[config.mk]
export PLATFORM = sky130hd
export DESIGN_NAME = rv32_trap_ctrl
export DESIGN_NICKNAME = d
export VERILOG_FILES = /design/src/rtl/pito_pkg.sv /design/src/rtl/rv32_irq_prio.sv /design/src/rtl/rv32_trap_ctrl.sv
export SDC_FILE = /design/constraint.sdc
export NUM_CORES = 1
export LEC_CHECK = 0
export BUFFER_PORTS_ARGS = -buffer_cell sky130_fd_sc_hd__buf_2
export CAP_MARGIN = 15
export CORE_AREA = 2 2 179 181
export DETAILED_ROUTE_END_ITERATION = 12
export DIE_AREA = 0 0 181 183
export PLACE_DENSITY_LB_ADDON = 0.2
export SYNTH_ARGS = -nofsm -noshare
export SYNTH_HDL_FRONTEND = slang
export SYNTH_SLANG_ARGS = --single-unit
[constraint.sdc]
create_clock -name clk -period 2.18 [get_ports clk]
set_input_delay 0.218 -clock clk [delete_from_list [all_inputs] [get_ports clk]]
set_output_delay 0.218 -clock clk [all_outputs]
set_load 0.02 [all_outputs]
[src/rtl/pito_pkg.sv]
// rtl/pito_pkg.sv - shared trap-sequencer types, interrupt codes and helpers
package pito_pkg;

  typedef enum logic [2:0] {
    IDLE,
    FLUSH,
    COMMIT,
    MRET_FLUSH,
    MRET,
    REDIRECT,
    WFI
  } trap_state_e;

  localparam int         CAUSE_INT_BIT       = 31;
  localparam logic [4:0] IRQ_M_SOFT          = 5'd3;
  localparam logic [4:0] IRQ_M_TIMER         = 5'd7;
  localparam logic [4:0] IRQ_M_EXT           = 5'd11;
  localparam int         MVU_IRQ_BIT_DEFAULT = 16;
  localparam logic [4:0] IRQ_MVU_INTR        = 5'(MVU_IRQ_BIT_DEFAULT);

  // Supported interrupt lines: MSI(3), MTI(7), MEI(11) plus the MVU line.
  function automatic logic [31:0] irq_mask(input int mvu_bit);
    return 32'h0000_0888 | (32'd1 << mvu_bit);
  endfunction

  localparam logic [31:0] IRQ_PRIO_MASK = irq_mask(MVU_IRQ_BIT_DEFAULT);

  function automatic logic [31:0] irq_cause(input logic [4:0] code);
    return {1'b1, 26'b0, code};
  endfunction

endpackage

[src/rtl/rv32_irq_prio.sv]
// rtl/rv32_irq_prio.sv - combinational priority encoder: MEI > MSI > MTI > MVU
module rv32_irq_prio
  import pito_pkg::*;
#(
  parameter int MVU_IRQ_BIT = MVU_IRQ_BIT_DEFAULT
) (
  input  logic [31:0] mip,
  input  logic [31:0] mie,
  input  logic        enable,
  output logic        pending,
  output logic        valid,
  output logic [4:0]  code
);

  logic [31:0] irq;

  always_comb begin
    irq     = mip & mie & irq_mask(MVU_IRQ_BIT);
    pending = |irq;
    valid   = enable & pending;
    if (irq[IRQ_M_EXT])        code = IRQ_M_EXT;
    else if (irq[IRQ_M_SOFT])  code = IRQ_M_SOFT;
    else if (irq[IRQ_M_TIMER]) code = IRQ_M_TIMER;
    else                       code = 5'(MVU_IRQ_BIT);
  end

endmodule

[src/rtl/rv32_trap_ctrl.sv]
// rtl/rv32_trap_ctrl.sv - trap/mret sequencer: flush, CSR update pulse, fetch redirect
// Optional wfi support is built with RV32_TRAP_WFI_EN.
module rv32_trap_ctrl
  import pito_pkg::*;
#(
  parameter int FLUSH_CYCLES = 4,
  parameter int MVU_IRQ_BIT  = int'(IRQ_MVU_INTR)
) (
  input  logic        clk,
  input  logic        rst_n,
  input  logic [31:0] mip_i,
  input  logic [31:0] mie_i,
  input  logic        mstatus_mie_i,
  input  logic [31:0] mtvec_i,
  input  logic [31:0] mepc_i,
  input  logic        instr_valid_i,
  input  logic [31:0] instr_pc_i,
  input  logic        exc_valid_i,
  input  logic [4:0]  exc_cause_i,
  input  logic        mret_i,
`ifdef RV32_TRAP_WFI_EN
  input  logic        wfi_i,
`endif
  output logic        flush_o,
  output logic        trap_we_o,
  output logic [31:0] trap_cause_o,
  output logic [31:0] trap_epc_o,
  output logic        mret_o,
  output logic        redirect_valid_o,
  output logic [31:0] redirect_pc_o,
  input  logic        redirect_ready_i
);

  localparam logic [3:0] FLUSH_LAST = 4'(FLUSH_CYCLES - 1);

  trap_state_e state_q, state_d;
  logic [3:0]  cnt_q, cnt_d;
  logic [31:0] last_pc_q;
  logic [31:0] cause_q, cause_d;
  logic [31:0] epc_q, epc_d;
  logic [31:0] trap_cause_q, trap_cause_d;
  logic [31:0] trap_epc_q, trap_epc_d;
  logic [31:0] redirect_pc_q, redirect_pc_d;

  logic        irq_pending;
  logic        irq_valid;
  logic [4:0]  irq_code;
  logic [31:0] handler_base;
  logic [31:0] handler_pc;
  logic        unused_mtvec_bit1;

  rv32_irq_prio #(
    .MVU_IRQ_BIT(MVU_IRQ_BIT)
  ) u_irq_prio (
    .mip    (mip_i),
    .mie    (mie_i),
    .enable (mstatus_mie_i),
    .pending(irq_pending),
    .valid  (irq_valid),
    .code   (irq_code)
  );

`ifndef RV32_TRAP_WFI_EN
  logic unused_irq_pending;
  assign unused_irq_pending = irq_pending;
`endif

  assign unused_mtvec_bit1 = mtvec_i[1];

  // Vectored mode only offsets asynchronous causes; exceptions always use the base.
  always_comb begin
    handler_base = {mtvec_i[31:2], 2'b00};
    if (mtvec_i[0] && cause_q[CAUSE_INT_BIT])
      handler_pc = handler_base + {25'b0, cause_q[4:0], 2'b00};
    else
      handler_pc = handler_base;
  end

  always_comb begin
    state_d       = state_q;
    cnt_d         = cnt_q;
    cause_d       = cause_q;
    epc_d         = epc_q;
    trap_cause_d  = trap_cause_q;
    trap_epc_d    = trap_epc_q;
    redirect_pc_d = redirect_pc_q;
    unique case (state_q)
      IDLE: begin
        if (instr_valid_i && exc_valid_i) begin
          cause_d = {27'b0, exc_cause_i};
          epc_d   = instr_pc_i;
          cnt_d   = FLUSH_LAST;
          state_d = FLUSH;
        end else if (instr_valid_i && mret_i) begin
          cnt_d   = FLUSH_LAST;
          state_d = MRET_FLUSH;
        end else if (irq_valid) begin
          // A retiring instruction is squashed so the handler returns to it.
          cause_d = irq_cause(irq_code);
          epc_d   = instr_valid_i ? instr_pc_i : last_pc_q;
          cnt_d   = FLUSH_LAST;
          state_d = FLUSH;
`ifdef RV32_TRAP_WFI_EN
        end else if (instr_valid_i && wfi_i) begin
          state_d = WFI;
`endif
        end
      end
      FLUSH: begin
        if (cnt_q == 4'd0) begin
          trap_cause_d = cause_q;
          trap_epc_d   = epc_q;
          state_d      = COMMIT;
        end else begin
          cnt_d = cnt_q - 4'd1;
        end
      end
      COMMIT: begin
        redirect_pc_d = handler_pc;
        state_d       = REDIRECT;
      end
      MRET_FLUSH: begin
        if (cnt_q == 4'd0) state_d = MRET;
        else               cnt_d   = cnt_q - 4'd1;
      end
      MRET: begin
        redirect_pc_d = mepc_i;
        state_d       = REDIRECT;
      end
      REDIRECT: begin
        if (redirect_ready_i) state_d = IDLE;
      end
      WFI: begin
`ifdef RV32_TRAP_WFI_EN
        // last_pc_q already holds wfi PC + 4 from the cycle the wfi retired.
        if (irq_pending) begin
          if (mstatus_mie_i) begin
            cause_d = irq_cause(irq_code);
            epc_d   = last_pc_q;
            cnt_d   = FLUSH_LAST;
            state_d = FLUSH;
          end else begin
            redirect_pc_d = last_pc_q;
            state_d       = REDIRECT;
          end
        end
`else
        state_d = IDLE;
`endif
      end
      default: state_d = IDLE;
    endcase
  end

  always_ff @(posedge clk or negedge rst_n) begin
    if (!rst_n) begin
      state_q       <= IDLE;
      cnt_q         <= 4'd0;
      last_pc_q     <= 32'd0;
      cause_q       <= 32'd0;
      epc_q         <= 32'd0;
      trap_cause_q  <= 32'd0;
      trap_epc_q    <= 32'd0;
      redirect_pc_q <= 32'd0;
    end else begin
      state_q       <= state_d;
      cnt_q         <= cnt_d;
      cause_q       <= cause_d;
      epc_q         <= epc_d;
      trap_cause_q  <= trap_cause_d;
      trap_epc_q    <= trap_epc_d;
      redirect_pc_q <= redirect_pc_d;
      if (state_q == IDLE && instr_valid_i) last_pc_q <= instr_pc_i + 32'd4;
    end
  end

  assign flush_o          = (state_q == FLUSH) || (state_q == MRET_FLUSH) || (state_q == WFI);
  assign trap_we_o        = (state_q == COMMIT);
  assign mret_o           = (state_q == MRET);
  assign redirect_valid_o = (state_q == REDIRECT);
  assign trap_cause_o     = trap_cause_q;
  assign trap_epc_o       = trap_epc_q;
  assign redirect_pc_o    = redirect_pc_q;

endmodule

==> run_results.csv, run 1 <==
group,metric,value,unit
sta,fin_skew,16.1,ps
drt,detail-route-antenna-nets,0,
sta,slew_headroom,0.604,
critical_path,startpoint_type,"flop",
flow_run,max-cap-violations,0,
cts,insertion_delay,420,ps
cts,path_clk_slew,60,ps
cts,clock_path_buffers,2,
die,dieArea,0.0331,mm^2
die,core_area,0.0312,mm^2
grt,grt_max_degree,58,
cts,htree_levels,4,
placement,placed_cells,1354,
run_status,status,"completed",
yosys,synth_async_sr_flop_share,1.00,
critical_path,cp_data_arrival_time,2380,ps
critical_path,worstPathMaxFanout,11,
yosys,yosysUniqueCellTypes,63,
cts,cts_root_buf,"clkbuf_16",
cts,clock-sinks,147,
drt,dr.pass1.iters,4,
sta,tightestPinTransition,593,ps
drt,wire_per_inst,16.5,um
power_and_ir_drop,p_total,12.1,mW
power_and_ir_drop,p_per_area,1230,mW/mm^2
drt,viasPerCell,4.52,
die,start_util,0.246,
sta,rsz0062_at_grt,"yes",
yosys,synthFlopType,"dfrtp_1",
final_layout,fin_area,0.00987,mm^2
grt,antenna_found_initial,5,
drt,wl,23.1,mm
yosys,synth_edf_count,0,
sta,hold_violations,0,
final_layout,multi_input_area,0.00372,mm^2
cts,cts_tree,"built",
grt,grt_use_total,0.142,
grt,globalRouteOverflowTotal,0,
critical_path,cp-startpoint,"cause_q[3]",
drt,drtIter0Drc,278,
power_and_ir_drop,p_leak,4.67,nW
grt,grt_pass1_wl,36.7,mm
yosys,netlist_instances,771,
final_layout,nets,1157,
sta,holdWs,25.2,ps
placement,portBuffers,188,
yosys,synth_area_leaders,"dfrtp_1 (48%), nand2_1 (6.1%), mux2_1 (5.4%)",
final_layout,seq_area,0.00368,mm^2
drt,vias,6309,
final_layout,layout-drive-gt1-share,0.279,
yosys,ys_seq_elements,147,
grt,grt_pass1_vias,6305,
yosys,synth_top_area_cell,"dfrtp_1",
placement,place_area,0.00920,mm^2
yosys,ys_warn_count,0,
critical_path,worstReg2RegStart,"cause_q[3]",
sta,finalCriticalPeriod,2080,ps
die,die_x,181,um
die,ios,272,
placement,hpwl,17.2,mm
final_layout,stdcell_count,1396,
die,fp.dieH,183,um
yosys,yosys.area.top_type_share,0.479,
worst_hold_path,worst_hold_startpoint,"instr_pc_i[0]",
sta,fmax,480,MHz
yosys,ys_seq_area_frac,0.479,
power_and_ir_drop,max-vdd-ir-drop,0.442,mV
sta,period_share,0.956,
die,rows,65,
critical_path,cp.required,2480,ps
worst_hold_path,hold_class,"input pin to flop",
yosys,postSynthAreaPerCell,9.96,um^2
final_layout,fill_cells,3291,
drt,drc,0,
yosys,syn_area,0.00768,mm^2
critical_path,crit_type,"flop to flop",
cts,numCtsBuffers,17,
final_layout,syn2layout_area_growth,28.5,%
sta,drv_slew,0,
sta,setup_violations,0,
placement,gp_congestion,0.797,
critical_path,worst_setup_path_end_kind,"flop",
## where the power goes
part,internal [mW],switching (mW)
Sequential,3.96,0.671
Combinational,1.88,2.73
Clock,1.52,1.35
Total,7.35,4.75
## path summary, 6_finish.rpt
path,endpoint,slack (ps),depth (start not counted)
max,redirect_pc_o[29],100,7
min,last_pc_q[0],30,3
max reg2reg,redirect_pc_o[29],100,7
min reg2reg,last_pc_q[0],470,2
max in group asynchronous,last_pc_q[18],1160,3
min in group asynchronous,redirect_pc_o[0],340,2
## per-layer routing
| layer | global-route usage | vias to the layer above | share of wire |
|---|---|---|---|
| li1 | - | 3092 | - |
| met4 | 0.0273 | 6 | 0.011 |
| met2 | 0.238 | 190 | 0.46 |
| met1 | 0.182 | 3002 | 0.46 |
| met5 | 0 | - | 0.0017 |
| met3 | 0.0455 | 19 | 0.066 |
## cell families (layout without fill, tap and decap cells)
| kind of cell | after synthesis | count (layout) | share of synthesized area |
|---|---|---|---|
| flops | 147 | 147 | 0.479 |
| buf+inv | 76 | 270 | 0.0531 |
| fa+ha+maj | 8 | 8 | 0.0140 |
| simple gates | 254 | 254 | 0.163 |
| other cells | 1 | 30 | 0.000488 |
| xor+xnor | 48 | 48 | 0.0547 |
| compound gates | 164 | 164 | 0.134 |
| mux | 73 | 73 | 0.101 |
## cell type report
cell class	instances	area share
Sequential cell	147	0.373
Inverter	11	0.00418
Timing Repair Buffer	227	0.137
Multi-Input combinational cell	573	0.377
Clock buffer	18	0.0435
Antenna cell	4	0.00101
Clock inverter	14	0.0136
Tap cell	402	0.0510
## worst max-delay path, stage by stage, from the launching register on
cell      delay [ps]
dfrtp_1          400
ha_1             350
a21o_1           200
a21oi_1          240
buf_6            220
a211oi_4          90
and4_1           230
o31a_1           230
## layout by cell type (no fill, tap or decap), drive strengths merged, types with 5 or more instances in the layout
cell     count
dfrtp      147
a211oi       7
clkbuf      18
nand2      124
a21oi       26
buf        223
ha           7
mux2        38
mux2i       35
a22oi       13
a2111oi      5
nor3         5
and3        16
conb        26
o21ai       83
xor2        24
nor2        29
nand4       22
inv         20
nand3       27
and2         6
xnor2       24
## flip-flops by register name, summed over array words and instances (netlist names)
name	count
trap_cause_o	6
redirect_pc_o	32
cause_q	6
cnt_q	4
trap_epc_o	32
state_q	3
epc_q	32
last_pc_q	32
## what timing repair did
action | in CTS | in global routing
hold buffers | 3 | 1
hold endpoints to repair | 53 | 1
pin swaps | 0 | 2
buffers inserted | 0 | 1
resized for setup | 2 | 10
gates cloned | 0 | 0
endpoints found under the setup margin | 18 | 54
## stage by stage
stage	TNS [ps]	setup slack, ps	utilization
6_report	0	95.6	0.316
5_1_grt	-140	-73.0	0.316
4_1_cts	0	22.3	0.314
3_5_place_dp	0	7.36	0.295
3_3_place_gp	0	12.3	0.295
2_1_floorplan	0	99.0	-
## Yosys cell counts, drive strengths merged (3+ instances only)
cell and count:
nor2 29, o21ai 83, a21oi 26, or3 4, o22ai 3, a221o 4
nor4 4, a211oi 7, nand3 27, a2111oi 5, nor3 5, and2 6
a22o 3, mux2 38, xor2 24, nand4 22, dfrtp 147, nand2 124
mux2i 35, clkbuf 22, a22oi 13, inv 11, a21o 3, ha 7
and3 16, xnor2 24, o211ai 3, buf 43, a31oi 4, and4 4
No activity file was read; power rests on OpenSTA's default activity.
==> inputs of run 2 (changes only) <==
==> constraint.sdc (replaced) <==
create_clock -name clk -period 2.27 [get_ports clk]
set_input_delay 0.227 -clock clk [delete_from_list [all_inputs] [get_ports clk]]
set_output_delay 0.227 -clock clk [all_outputs]
set_load 0.02 [all_outputs]
==> run_results.csv, run 2 (synthesis gave the netlist of run 1 again) <==
group,metric,value,unit
grt,grt_pass1_wl,36.9,mm
cts,numCtsBuffers,17,
critical_path,cp_data_arrival_time,1880,ps
power_and_ir_drop,p_per_area,1200,mW/mm^2
cts,htree_levels,4,
critical_path,worstPathMaxFanout,27,
drt,detail-route-antenna-nets,0,
sta,slew_headroom,0.531,
sta,worst_slack,166,ps
placement,place_ws,79.9,ps
grt,grt_use_total,0.143,
critical_path,startpoint_type,"flop",
die,rows,65,
final_layout,layout-drive-gt1-share,0.271,
final_layout,fin_util,0.314,
cts,clock_path_buffers,2,
cts,insertion_delay,430,ps
cts,cts_root_buf,"clkbuf_16",
sta,rsz0062_at_grt,"no",
sta,fmax,475,MHz
cts,clock-sinks,147,
critical_path,crit_type,"flop to output pin",
drt,dr.pass1.iters,6,
sta,finalCriticalPeriod,2100,ps
sta,fin_tns_setup,0,ps
drt,drc,0,
drt,vias,6324,
final_layout,syn2layout_area_growth,27.7,%
critical_path,cp.required,2040,ps
cts,post-cts-setup-buffers,0,
run_status,status,"completed",
die,fp.dieH,183,um
die,start_util,0.246,
cts,path_clk_slew,70,ps
die,ios,272,
grt,antenna_found_initial,2,
sta,tightestPinTransition,703,ps
placement,hpwl,16.9,mm
drt,wl,23.1,mm
sta,hold_violations,0,
die,dieArea,0.0331,mm^2
die,core_area,0.0312,mm^2
power_and_ir_drop,max-vdd-ir-drop,0.565,mV
drt,drtIter0Drc,313,
final_layout,nets,1146,
critical_path,worst_setup_path_end_kind,"output pin",
final_layout,layout_commonest_cell,"buf_2",
sta,setup_violations,0,
grt,globalRouteOverflowTotal,0,
final_layout,final_cell_mix,"buf_2 (187), dfrtp_1 (146), nand2_1 (124)",
sta,period_share,0.927,
grt,grt_pass1_vias,6344,
placement,gp_congestion,0.787,
sta,drv_slew,0,
cts,cts_tree,"built",
drt,viasPerCell,4.56,
flow_run,max-cap-violations,0,
die,die_x,181,um
drt,wire_per_inst,16.7,um
grt,grt_max_degree,68,
power_and_ir_drop,p_leak,4.63,nW
sta,fin_skew,19.9,ps
worst_hold_path,hold_class,"input pin to flop",
placement,portBuffers,188,
==> run 2: changes by cell type in the layout (fill, tap and decap cells not counted), moves of 2 or more <==
cell / change
bufinv_16: +2
clkinvlp_4: -3
buf_4: -7
buf_12: -2
==> run 2: layout make-up <==
| type | instances | area [um^2] |
|---|---|---|
| Timing Repair Buffer | 216 | 1230 |
| Clock inverter | 14 | 188 |
| Inverter | 11 | 41.3 |
| Multi-Input combinational cell | 573 | 3720 |
| Fill cell | 3318 | 21400 |
| Tap cell | 402 | 503 |
| Sequential cell | 147 | 3680 |
| Clock buffer | 18 | 429 |
| Antenna cell | 5 | 12.5 |
==> run 2: stage by stage <==
stage	instances	area (um^2)	hold slack, ps	power (mW)
after CTS	1380	9760	5.30	11.9
after floorplan	796	7770	-68.6	7.26
after detailed placement	1344	9100	308	8.84
after global routing	1381	9800	3.49	12.7
final	1386	9810	17.0	11.7
after global placement	1344	9100	315	8.77
==> run 2: worst paths after layout <==
kind / start / endpoint / slack (ps) / depth (start not counted)
setup / recovery: state_q[0] / mret_o / 170 / 4
hold / removal: mepc_i[2] / redirect_pc_o[2] / 20 / 3
setup reg to reg: cause_q[3] / redirect_pc_o[25] / 180 / 8
hold reg to reg: last_pc_q[0] / last_pc_q[0] / 480 / 2
max in group asynchronous: rst_n / epc_q[24] / 1240 / 3
min in group asynchronous: rst_n / redirect_pc_o[0] / 400 / 2
==> run 2: worst max-delay path, stage by stage, from the launching register on <==
cell and delay (ps):
dfrtp_1 490, or3b_1 420, inv_2 80, buf_6 230, buf_2 210
==> run 2: what timing repair did <==
action | CTS | global route
endpoints found under the hold margin | 67 | 0
resized for setup | 0 | 8
hold buffers | 4 | 0
setup endpoints to repair | 0 | 46
==> run 2: where the power goes <==
part           total, mW  internal [mW]  switching, mW  leakage (nW)
logic               4.30           1.70           2.59          2.51
registers           4.44           3.80          0.645          1.83
clock network       3.01           1.68           1.32         0.302
==> run 2: layer usage <==
layer / vias up / wire, um / part of all wire / global-route usage
met4: 2 / 143 / 0.0062 / 0.0332
met2: 193 / 11200 / 0.48 / 0.242
met1: 3020 / 10500 / 0.45 / 0.184
li1: 3098 / - / - / -
met3: 11 / 1340 / 0.058 / 0.0357
met5: - / 13 / 0.00056 / 0
